**src/rtl/mem_stage.sv**
```systemverilog
// Memory-access stage with the MEM/WB pipeline register. It issues loads and stores
// over a single-outstanding req/ack bus and retires ALU results, load data and faults.

package mem_stage_pkg;

    typedef enum logic [3:0] {
        MEM_OP_NONE = 4'd0,
        MEM_OP_LB   = 4'd1,
        MEM_OP_LBU  = 4'd2,
        MEM_OP_LH   = 4'd3,
        MEM_OP_LHU  = 4'd4,
        MEM_OP_LW   = 4'd5,
        MEM_OP_SB   = 4'd6,
        MEM_OP_SH   = 4'd7,
        MEM_OP_SW   = 4'd8
    } mem_op_t;

    typedef struct packed {
        logic [4:0]  rd_addr;
        logic [31:0] rd_data;
        mem_op_t     mem_op;
        logic [31:0] mem_data;
    } mem_params_t;

    typedef enum logic [1:0] {
        FAULT_NONE       = 2'b00,
        FAULT_MISALIGNED = 2'b01,
        FAULT_TIMEOUT    = 2'b10
    } fault_cause_t;

endpackage

module mem_stage
    import mem_stage_pkg::*;
#(
    parameter int REG_ADDR_W     = 5,
    parameter int TIMEOUT_CYCLES = 16
) (
    input  logic                  clk,
    input  logic                  rst,
    input  logic                  mem_valid,
    input  mem_params_t           mem_params,
    output logic                  stall,
    output logic                  bus_req,
    output logic                  bus_we,
    output logic [31:0]           bus_addr,
    output logic [31:0]           bus_wdata,
    output logic [3:0]            bus_be,
    input  logic [31:0]           bus_rdata,
    input  logic                  bus_ack,
    output logic                  wb_valid,
    output logic                  wb_rd_we,
    output logic [REG_ADDR_W-1:0] wb_rd_addr,
    output logic [31:0]           wb_rd_data,
    output logic                  fault,
    output logic [1:0]            fault_cause,
    output logic [31:0]           fault_addr
);

    typedef enum logic {IDLE, BUS} state_t;

    localparam int CNT_W = (TIMEOUT_CYCLES > 1) ? $clog2(TIMEOUT_CYCLES) : 1;
    localparam logic [CNT_W-1:0] CNT_LAST =
        CNT_W'((TIMEOUT_CYCLES > 0) ? TIMEOUT_CYCLES - 1 : 0);

    state_t            state;
    logic [CNT_W-1:0]  cnt;

    mem_op_t     op;
    logic [31:0] ea;
    logic        is_load;
    logic        is_store;
    logic        is_half;
    logic        is_word;
    logic        misaligned;
    logic        needs_bus;
    logic        timeout_hit;
    logic        rd_nonzero;
    logic [3:0]  be_next;
    logic [31:0] wdata_next;
    logic [31:0] lane;
    logic [31:0] load_data;

    assign op         = mem_params.mem_op;
    assign ea         = mem_params.rd_data;
    assign is_load    = op inside {MEM_OP_LB, MEM_OP_LBU, MEM_OP_LH, MEM_OP_LHU, MEM_OP_LW};
    assign is_store   = op inside {MEM_OP_SB, MEM_OP_SH, MEM_OP_SW};
    assign is_half    = op inside {MEM_OP_LH, MEM_OP_LHU, MEM_OP_SH};
    assign is_word    = op inside {MEM_OP_LW, MEM_OP_SW};
    assign misaligned = (is_half && ea[0]) || (is_word && (ea[1:0] != 2'b00));
    assign needs_bus  = mem_valid && (is_load || is_store) && !misaligned;
    assign rd_nonzero = (mem_params.rd_addr != 5'd0);
    assign lane       = bus_rdata >> {ea[1:0], 3'b000};

    assign timeout_hit = (TIMEOUT_CYCLES > 0) && (state == BUS) && !bus_ack && (cnt == CNT_LAST);

    // Upstream only sees a stall while a bus op is being launched or is still awaiting ack;
    // the ack or timeout cycle releases it so the next op can be presented right away.
    assign stall = (state == IDLE) ? needs_bus : (!bus_ack && !timeout_hit);

    // NOTE: every output of this block gets a default first so no path infers a latch.
    always_comb begin
        be_next    = 4'b1111;
        wdata_next = mem_params.mem_data;
        load_data  = bus_rdata;
        if (is_half) begin
            be_next    = 4'b0011 << ea[1:0];
            wdata_next = {2{mem_params.mem_data[15:0]}};
        end else if (!is_word) begin
            be_next    = 4'b0001 << ea[1:0];
            wdata_next = {4{mem_params.mem_data[7:0]}};
        end
        case (op)
            MEM_OP_LB:  load_data = {{24{lane[7]}}, lane[7:0]};
            MEM_OP_LBU: load_data = {24'd0, lane[7:0]};
            MEM_OP_LH:  load_data = {{16{lane[15]}}, lane[15:0]};
            MEM_OP_LHU: load_data = {16'd0, lane[15:0]};
            default:    load_data = bus_rdata;
        endcase
    end

    // NOTE: state and registered outputs use non-blocking assignments so every register
    // samples the pre-edge values of the others.
    always_ff @(posedge clk or posedge rst) begin
        if (rst) begin
            state       <= IDLE;
            cnt         <= '0;
            bus_req     <= 1'b0;
            bus_we      <= 1'b0;
            bus_addr    <= '0;
            bus_wdata   <= '0;
            bus_be      <= '0;
            wb_valid    <= 1'b0;
            wb_rd_we    <= 1'b0;
            wb_rd_addr  <= '0;
            wb_rd_data  <= '0;
            fault       <= 1'b0;
            fault_cause <= FAULT_NONE;
            fault_addr  <= '0;
        end else begin
            fault       <= 1'b0;
            fault_cause <= FAULT_NONE;
            case (state)
                IDLE: begin
                    wb_rd_addr <= REG_ADDR_W'(mem_params.rd_addr);
                    if (!mem_valid) begin
                        wb_valid <= 1'b0;
                        wb_rd_we <= 1'b0;
                    end else if (op == MEM_OP_NONE) begin
                        wb_valid   <= 1'b1;
                        wb_rd_we   <= rd_nonzero;
                        wb_rd_data <= ea;
                    end else if (misaligned) begin
                        wb_valid    <= 1'b1;
                        wb_rd_we    <= 1'b0;
                        fault       <= 1'b1;
                        fault_cause <= FAULT_MISALIGNED;
                        fault_addr  <= ea;
                    end else begin
                        wb_valid  <= 1'b0;
                        wb_rd_we  <= 1'b0;
                        bus_req   <= 1'b1;
                        bus_we    <= is_store;
                        bus_addr  <= {ea[31:2], 2'b00};
                        bus_be    <= be_next;
                        bus_wdata <= wdata_next;
                        cnt       <= '0;
                        state     <= BUS;
                    end
                end
                BUS: begin
                    // mem_params is held by upstream, so the ack cycle re-reads it directly.
                    wb_rd_addr <= REG_ADDR_W'(mem_params.rd_addr);
                    if (bus_ack) begin
                        bus_req    <= 1'b0;
                        state      <= IDLE;
                        wb_valid   <= 1'b1;
                        wb_rd_we   <= is_load && rd_nonzero;
                        wb_rd_data <= is_load ? load_data : ea;
                    end else if (timeout_hit) begin
                        bus_req     <= 1'b0;
                        state       <= IDLE;
                        wb_valid    <= 1'b1;
                        wb_rd_we    <= 1'b0;
                        fault       <= 1'b1;
                        fault_cause <= FAULT_TIMEOUT;
                        fault_addr  <= ea;
                    end else begin
                        wb_valid <= 1'b0;
                        cnt      <= cnt + 1'b1;
                    end
                end
                default: state <= IDLE;
            endcase
        end
    end

endmodule

```
**config.mk**
```make
export PLATFORM = sky130hd
export DESIGN_NAME = mem_stage
export DESIGN_NICKNAME = d
export VERILOG_FILES = /design/src/rtl/mem_stage.sv
export SDC_FILE = /design/constraint.sdc
export NUM_CORES = 1
export LEC_CHECK = 0
export BUFFER_PORTS_ARGS = -buffer_cell sky130_fd_sc_hd__buf_2
export CAP_MARGIN = 20
export CORE_UTILIZATION = 46
export CTS_BUF_LIST = sky130_fd_sc_hd__clkbuf_8
export DETAILED_ROUTE_END_ITERATION = 16
export PLACE_DENSITY = 0.76
export SLEW_MARGIN = 10
export SYNTH_ARGS = -nofsm -noshare
export SYNTH_HDL_FRONTEND = slang
export SYNTH_SLANG_ARGS = --single-unit
```
**constraint.sdc**
```tcl
create_clock -name clk -period 6.25 [get_ports clk]
set_clock_uncertainty 0.15 [all_clocks]
set_input_delay 1.25 -clock clk [delete_from_list [all_inputs] [get_ports clk]]
set_output_delay 1.25 -clock clk [all_outputs]
set_load 0.03 [all_outputs]
```
==> flow_summary.yaml, run 1 <==
sta:
  setup_viol: 0
  fmax_mhz: 203.1
  min_period_ps: 4924
  rsz0062_at_grt: "no"
  relSlewSlack: 0.2531
  fin_crit_sh: 0.7878
  maxSlewViolCount: 0
  tightest_slew_ps: 1118
  finalSetupTns_ps: 0
  hold_viol: 0
route:
  ant_nets: 0
  viasPerCell: 5.938
  wl_per_cell_um: 19.48
  drt-total-wl_mm: 24.39
  via_count: 7434
  firstDrtPassIters: 5
  drc: 0
  drt_iter0_markers: 765
cts:
  insertion_delay_ps: 460
  htreeDepth: 4
  cts_root_buffer: "clkbuf_8"
  clockBufferDepth: 2
  cts_made_buffers: 17
  cts.reportedPaths.clkPinSlew_ps: 90
  cts_tree: "yes"
  post_cts_buffers: 0
  ctsHoldBuffers: 0
  numClockSinks: 147
  cts_resized: 0
finish:
  area_growth_syn_to_layout_pct: 21.75
  n_fill_cell: 1530
  final_util: 0.5705
  final_cell_mix: "buf_2 (251), dfrtp_1 (147), nand2_1 (116)"
  mostFrequentLayoutCell: "buf_2"
  drive_gt1_frac: 0.3562
  multi_input_area_mm2: 0.003946
  seq_area_mm2: 0.003679
  fin_cells: 1252
  num-nets-final: 1124
floorplanning:
  die_x_um: 134.3
  start_util: 0.4686
  die_h_um: 134.3
  coreArea_mm2: 0.01718
  io-pin-count: 254
  die-area_mm2: 0.01803
  rows: 48
grt:
  grt_busiest_layer: "met2"
  grt_pass1_wl_mm: 38.81
  grt_util_met1: 0.3882
  grt_max_degree: 90
  grt_pass1_vias: 7035
  gr-usage-met2: 0.4076
  gr-usage-all-layers: 0.2766
  antenna_found_initial: 5
  use_met3: 0.05971
  grt_overflow: 0
logic_synthesis:
  syn_area_per_cell_um2: 10.01
  synthArstFlopShare: 1.000
  ys_types: 67
  synthCells: 804
  synth_edf_count: 0
  synth-main-ff-cell: "dfrtp_1"
  ys_seq_area_frac: 0.4570
  synth-seq-cells: 147
  mappedNetlistArea_mm2: 0.008049
  ys_warn_count: 0
critical_path:
  crit_fanout: 33
  path_common_cell: "buf_2"
  crit_path_start: "mem_params[36]"
  crit_type: "in -> out"
  crit_arrival_ps: 3520
  slowest_stage: "or4bb_1"
  cpPeakStageDelay_ps: 550
  critPathLaunchType: "input pin"
  rr_startpoint: "state"
  cp-end-kind: "output port"
  crit_chain: "buf_2 > inv_1 > ha_1 > or4bb_1 > mux2i_4 > nor2_1 > a31o_2 > buf_2"
  critPathRequiredTime_ps: 4850
  r2r_slack_ps: 3250
flow_run:
  drv_cap: 0
power_and_ir_drop:
  leakage_uw: 0.004556
  p_clk_frac: 0.211
  swShare: 0.4336
  p_int_uw: 2272
  power_uw: 4011
  combPwrFrac: 0.423
  irDropWorstVdd_v: 0.0002751
  power-per-cell-area_mw_per_mm2: 409.3
  power.switching_uw: 1739
  seq_power_share: 0.367
placed_design:
  gp_congestion: 0.8982
  hpwl_mm: 16.95
  dp_cells: 1214
  port_buffers: 251
min_path:
  hold_start: "wb_rd_data[22]"
  hold_path_class: "reg -> reg"
run_status:
  outcome: "completed"
## per-layer routing
metal / up-vias / routed length (µm)
met2: 361 / 11130
met3: 68 / 1863
li1: 3429 / -
met1: 3572 / 10520
met4: 4 / 840
met5: - / 27
## critical path, delay by kind of cell
family / cells / cell delay [ps]
adders and majority gates: 1 / 310
AOI/OAI and AO/OA: 1 / 230
and+or+nand+nor: 2 / 640
buffers and inverters: 3 / 900
muxes: 1 / 180
## synthesized netlist by cell type, drive strengths merged (3+ instances only)
cell / number / area, µm²
dfrtp: 147 / 3679
nand2: 116 / 435.4
o211ai: 88 / 705.7
a31oi: 58 / 362.9
o21ai: 51 / 255.2
mux2: 46 / 634.4
buf: 42 / 277.8
clkbuf: 38 / 142.6
nor2: 25 / 93.84
o211a: 18 / 180.2
a21oi: 15 / 90.09
o22ai: 12 / 75.07
nand3: 11 / 55.05
inv: 10 / 37.54
mux2i: 10 / 103.9
and2: 9 / 56.30
nor3: 9 / 61.31
a221oi: 8 / 70.07
a22oi: 8 / 60.06
nand2b: 7 / 43.79
a211oi: 6 / 55.05
o31ai: 6 / 45.04
a211o: 5 / 43.79
ha: 5 / 62.56
nor3b: 5 / 42.54
and3: 4 / 25.02
nor2b: 4 / 25.02
o2bb2ai: 4 / 35.03
a21o: 3 / 22.52
nor4: 3 / 18.77
xnor2: 3 / 26.28
## power groups by stage
stage | clock [µW] | sequential, µW | combinational [µW]
after CTS | 857 | 1470 | 1700
after global placement | 0 | 1480 | 1660
final | 845 | 1470 | 1700
after floorplan | 0 | 2080 | 562
after detailed placement | 0 | 1480 | 1700
after global routing | 900 | 1500 | 1810
## metrics by stage
step	cell area [µm²]	worst slack [ps]	hold WS, ps
6_report	9799	1326	341.6
5_1_grt	9794	1160	362.7
4_1_cts	9752	1345	344.6
3_5_place_dp	9306	1345	324.1
3_3_place_gp	9306	1393	309.1
2_1_floorplan	8053	898.7	337.2
## worst paths after layout
kind                                  end  cells past startpoint
max reg2reg                fault_addr[10]                      4
max in group asynchronous   bus_wdata[19]                      3
max                                 stall                      8
min in group asynchronous    bus_wdata[2]                      2
min                        wb_rd_data[22]                      2
min reg2reg                wb_rd_data[22]                      2
## cell type report
cell class,count,share of cell area
Antenna cell,5,0.001277
Clock buffer,18,0.02528
Tap cell,225,0.02873
Clock inverter,13,0.02017
Inverter,11,0.004724
Timing Repair Buffer,266,0.1417
Sequential cell,147,0.3754
Multi-Input combinational cell,567,0.4027
## flip-flops by register name (all words and copies together) (netlist names)
register,count
bus_req,1
wb_valid,1
cnt,4
bus_addr,30
wb_rd_addr,5
state,1
fault_cause,2
fault,1
wb_rd_we,1
bus_wdata,32
bus_be,4
bus_we,1
fault_addr,32
wb_rd_data,32
## cell families (layout without fill, tap and decap cells)
kind of cell             Yosys count  in the layout  share of synthesized area
AO/OA/AOI/OAI                    296            296                     0.2635
XOR/XNOR                           3              3                   0.003265
adder cells (fa/ha/maj)            5              5                   0.007772
buffers and inverters             91            308                    0.05736
flip-flops                       147            147                     0.4570
multiplexers                      56             56                    0.09171
other                              1              7                  0.0004659
AND/OR/NAND/NOR                  205            205                     0.1189
Power figures use the tool's default switching activity.
==> run 2, diff against run 1 <==
ABC_AREA = 1   (was unset)
PLACE_DENSITY = 0.81   (was 0.76)
clock period = 4.4 ns   (was 6.25 ns; I/O delays follow)
==> run 2 against run 1 <==
  * Sequential power rose by 37%
  * Total power is 30% higher
  * Clock-buffer cell count is 1 higher
  * Critical path type unchanged
  * Largest power group unchanged
==> flow_summary.yaml, run 2 <==
floorplanning:
  rows: 45
  die_h_um: 127.1
  die-area_mm2: 0.01615
  die_x_um: 127.1
  start_util: 0.4717
  coreArea_mm2: 0.01526
  io-pin-count: 254
finish:
  multi_input_area_mm2: 0.003087
  seq_area_mm2: 0.003679
  reg_top3: "bus_wdata (32), fault_addr (32), wb_rd_data (32)"
  final_cell_mix: "nand2_1 (448), buf_2 (251), dfrtp_1 (147)"
  stdcell_area_mm2: 0.008922
  area_growth_syn_to_layout_pct: 23.97
  num-nets-final: 1311
  mostFrequentLayoutCell: "nand2_1"
  n_fill_cell: 1455
  drive_gt1_frac: 0.2661
critical_path:
  cp-end-kind: "output port"
  crit_fanout: 21
  crit_arrival_ps: 2390
  reg2reg_depth: 7
  critPathRequiredTime_ps: 3370
  r2r_end: "bus_wdata[29]"
  rr_startpoint: "state"
  critPathLaunchType: "input pin"
  crit_type: "in -> out"
  r2r_slack_ps: 1980
cts:
  numClockSinks: 147
  htreeDepth: 4
  cts_made_buffers: 17
  insertion_delay_ps: 440
  ctsHoldBuffers: 0
  cts_resized: 0
  cts_root_buffer: "clkbuf_8"
  post_cts_buffers: 0
  cts.reportedPaths.clkPinSlew_ps: 90
  clockBufferDepth: 2
  cts_tree: "yes"
grt:
  grt_pass1_wl_mm: 34.30
  antenna_found_initial: 4
  gr-usage-all-layers: 0.2740
  grt_max_degree: 82
  grt_overflow: 0
  grt_pass1_vias: 6653
route:
  drc: 0
  firstDrtPassIters: 7
  wl_per_cell_um: 15.23
  ant_nets: 0
  drt-total-wl_mm: 21.70
  via_count: 7073
  viasPerCell: 4.964
  drt_iter0_markers: 515
logic_synthesis:
  synth_common_cells: "nand2_1 (448), dfrtp_1 (147), nand3_1 (74)"
  synth-seq-cells: 147
  ys_warn_count: 0
  yosysMostFrequentCell: "nand2_1"
  synthArstFlopShare: 1.000
  synth.largest_area_cell: "dfrtp_1"
  synth_top_area_share: 0.5111
  ys_seq_area_frac: 0.5111
  mappedNetlistArea_mm2: 0.007197
  syn_area_per_cell_um2: 7.466
  synthCells: 964
  synth_top_cells_by_area: "dfrtp_1 (51%), nand2_1 (23%), nand3_1 (5.1%)"
  synth_edf_count: 0
  ys_types: 30
  synth-main-ff-cell: "dfrtp_1"
placed_design:
  dp_slack_ps: 1044
  hpwl_mm: 15.47
  port_buffers: 251
  gp_congestion: 0.9522
  placed_cell_area_mm2: 0.008546
sta:
  tightest_slew_ps: 794.1
  relSlewSlack: 0.4687
  whs_ps: 288.2
  min_period_ps: 3418
  fmax_mhz: 292.5
  setup_ws_ps: 981.7
  rsz0062_at_grt: "no"
  fin_crit_sh: 0.7769
  setup_viol: 0
  maxSlewViolCount: 0
  finalSetupTns_ps: 0
  hold_viol: 0
power_and_ir_drop:
  power-per-cell-area_mw_per_mm2: 584.7
  leakage_uw: 0.005066
  irDropWorstVdd_v: 0.0002927
run_status:
  outcome: "completed"
min_path:
  hold_path_class: "in -> async"
flow_run:
  drv_cap: 0
run 2: changes by cell type in the layout (fill, tap and decap cells not counted), moves of 14 or more:
cell      change
a21oi_1      +39
o211ai_1     -77
a31oi_1      -58
nand2_1     +332
inv_1        +29
o21ai_0      -14
nor2_1       +41
o211a_1      -18
nand3_1      +63
mux2_4       -31
run 2: kinds of logic (layout without fill, tap and decap cells):
family | count (synthesis) | count (layout) | share of synthesized area
AO/OA/AOI/OAI | 98 | 98 | 0.06937
XOR/XNOR | 2 | 2 | 0.002434
adder cells (fa/ha/maj) | 5 | 5 | 0.008693
buffers and inverters | 94 | 339 | 0.06154
flip-flops | 147 | 147 | 0.5111
other | 1 | 6 | 0.0005211
AND/OR/NAND/NOR | 617 | 617 | 0.3463
run 2: routing by layer:
layer | track usage | wire length [µm] | share of wire | vias to the layer above
li1 | - | - | - | 3495
met1 | 0.3528 | 9388 | 0.43 | 3277
met2 | 0.4389 | 10270 | 0.47 | 258
met3 | 0.06198 | 1359 | 0.063 | 43
met4 | 0.1331 | 681 | 0.031 | 0
met5 | 0 | 0 | 0 | -
run 2: through the flow:
stage	total power (µW)	instances	util
4_1_cts	5241	1421	0.5841
3_3_place_gp	4192	1389	0.5601
5_1_grt	5503	1425	0.5847
2_1_floorplan	3529	965	-
3_5_place_dp	4236	1389	0.5601
6_report	5217	1425	0.5847
run 2: cell type report:
class,count,area share
flip-flops and latches,147,0.4123
multi-input cells,724,0.3460
repair buffers,260,0.1498
well taps,211,0.02959
clock buffers,19,0.02931
inverters,47,0.02019
clock inverters,13,0.01178
diodes,4,0.001122
run 2: where the power goes:
part,leakage [µW],internal (µW),switching (µW)
sequential,0.00181,1790,238
combinational,0.00306,600,1590
clock,0.000193,473,526
total,0.00507,2860,2360
run 2: how the worst max path moves through the flow:
stage / start / end / slack, ps / cells after the start
detailed placement: mem_params[36] / bus_addr[30] / 1040 / 10
floorplan: mem_params[36] / stall / 1080 / 8
global placement: mem_params[36] / stall / 1010 / 8
global route: mem_params[36] / stall / 860 / 8
CTS: mem_params[36] / stall / 1030 / 8
finish: mem_params[36] / stall / 980 / 8
run 2: critical path, stage by stage:
cell	delay [ps]
buf_2	230
inv_1	310
ha_1	230
inv_1	40
nand2_1	90
nand2_2	90
o21ai_0	260
buf_2	260
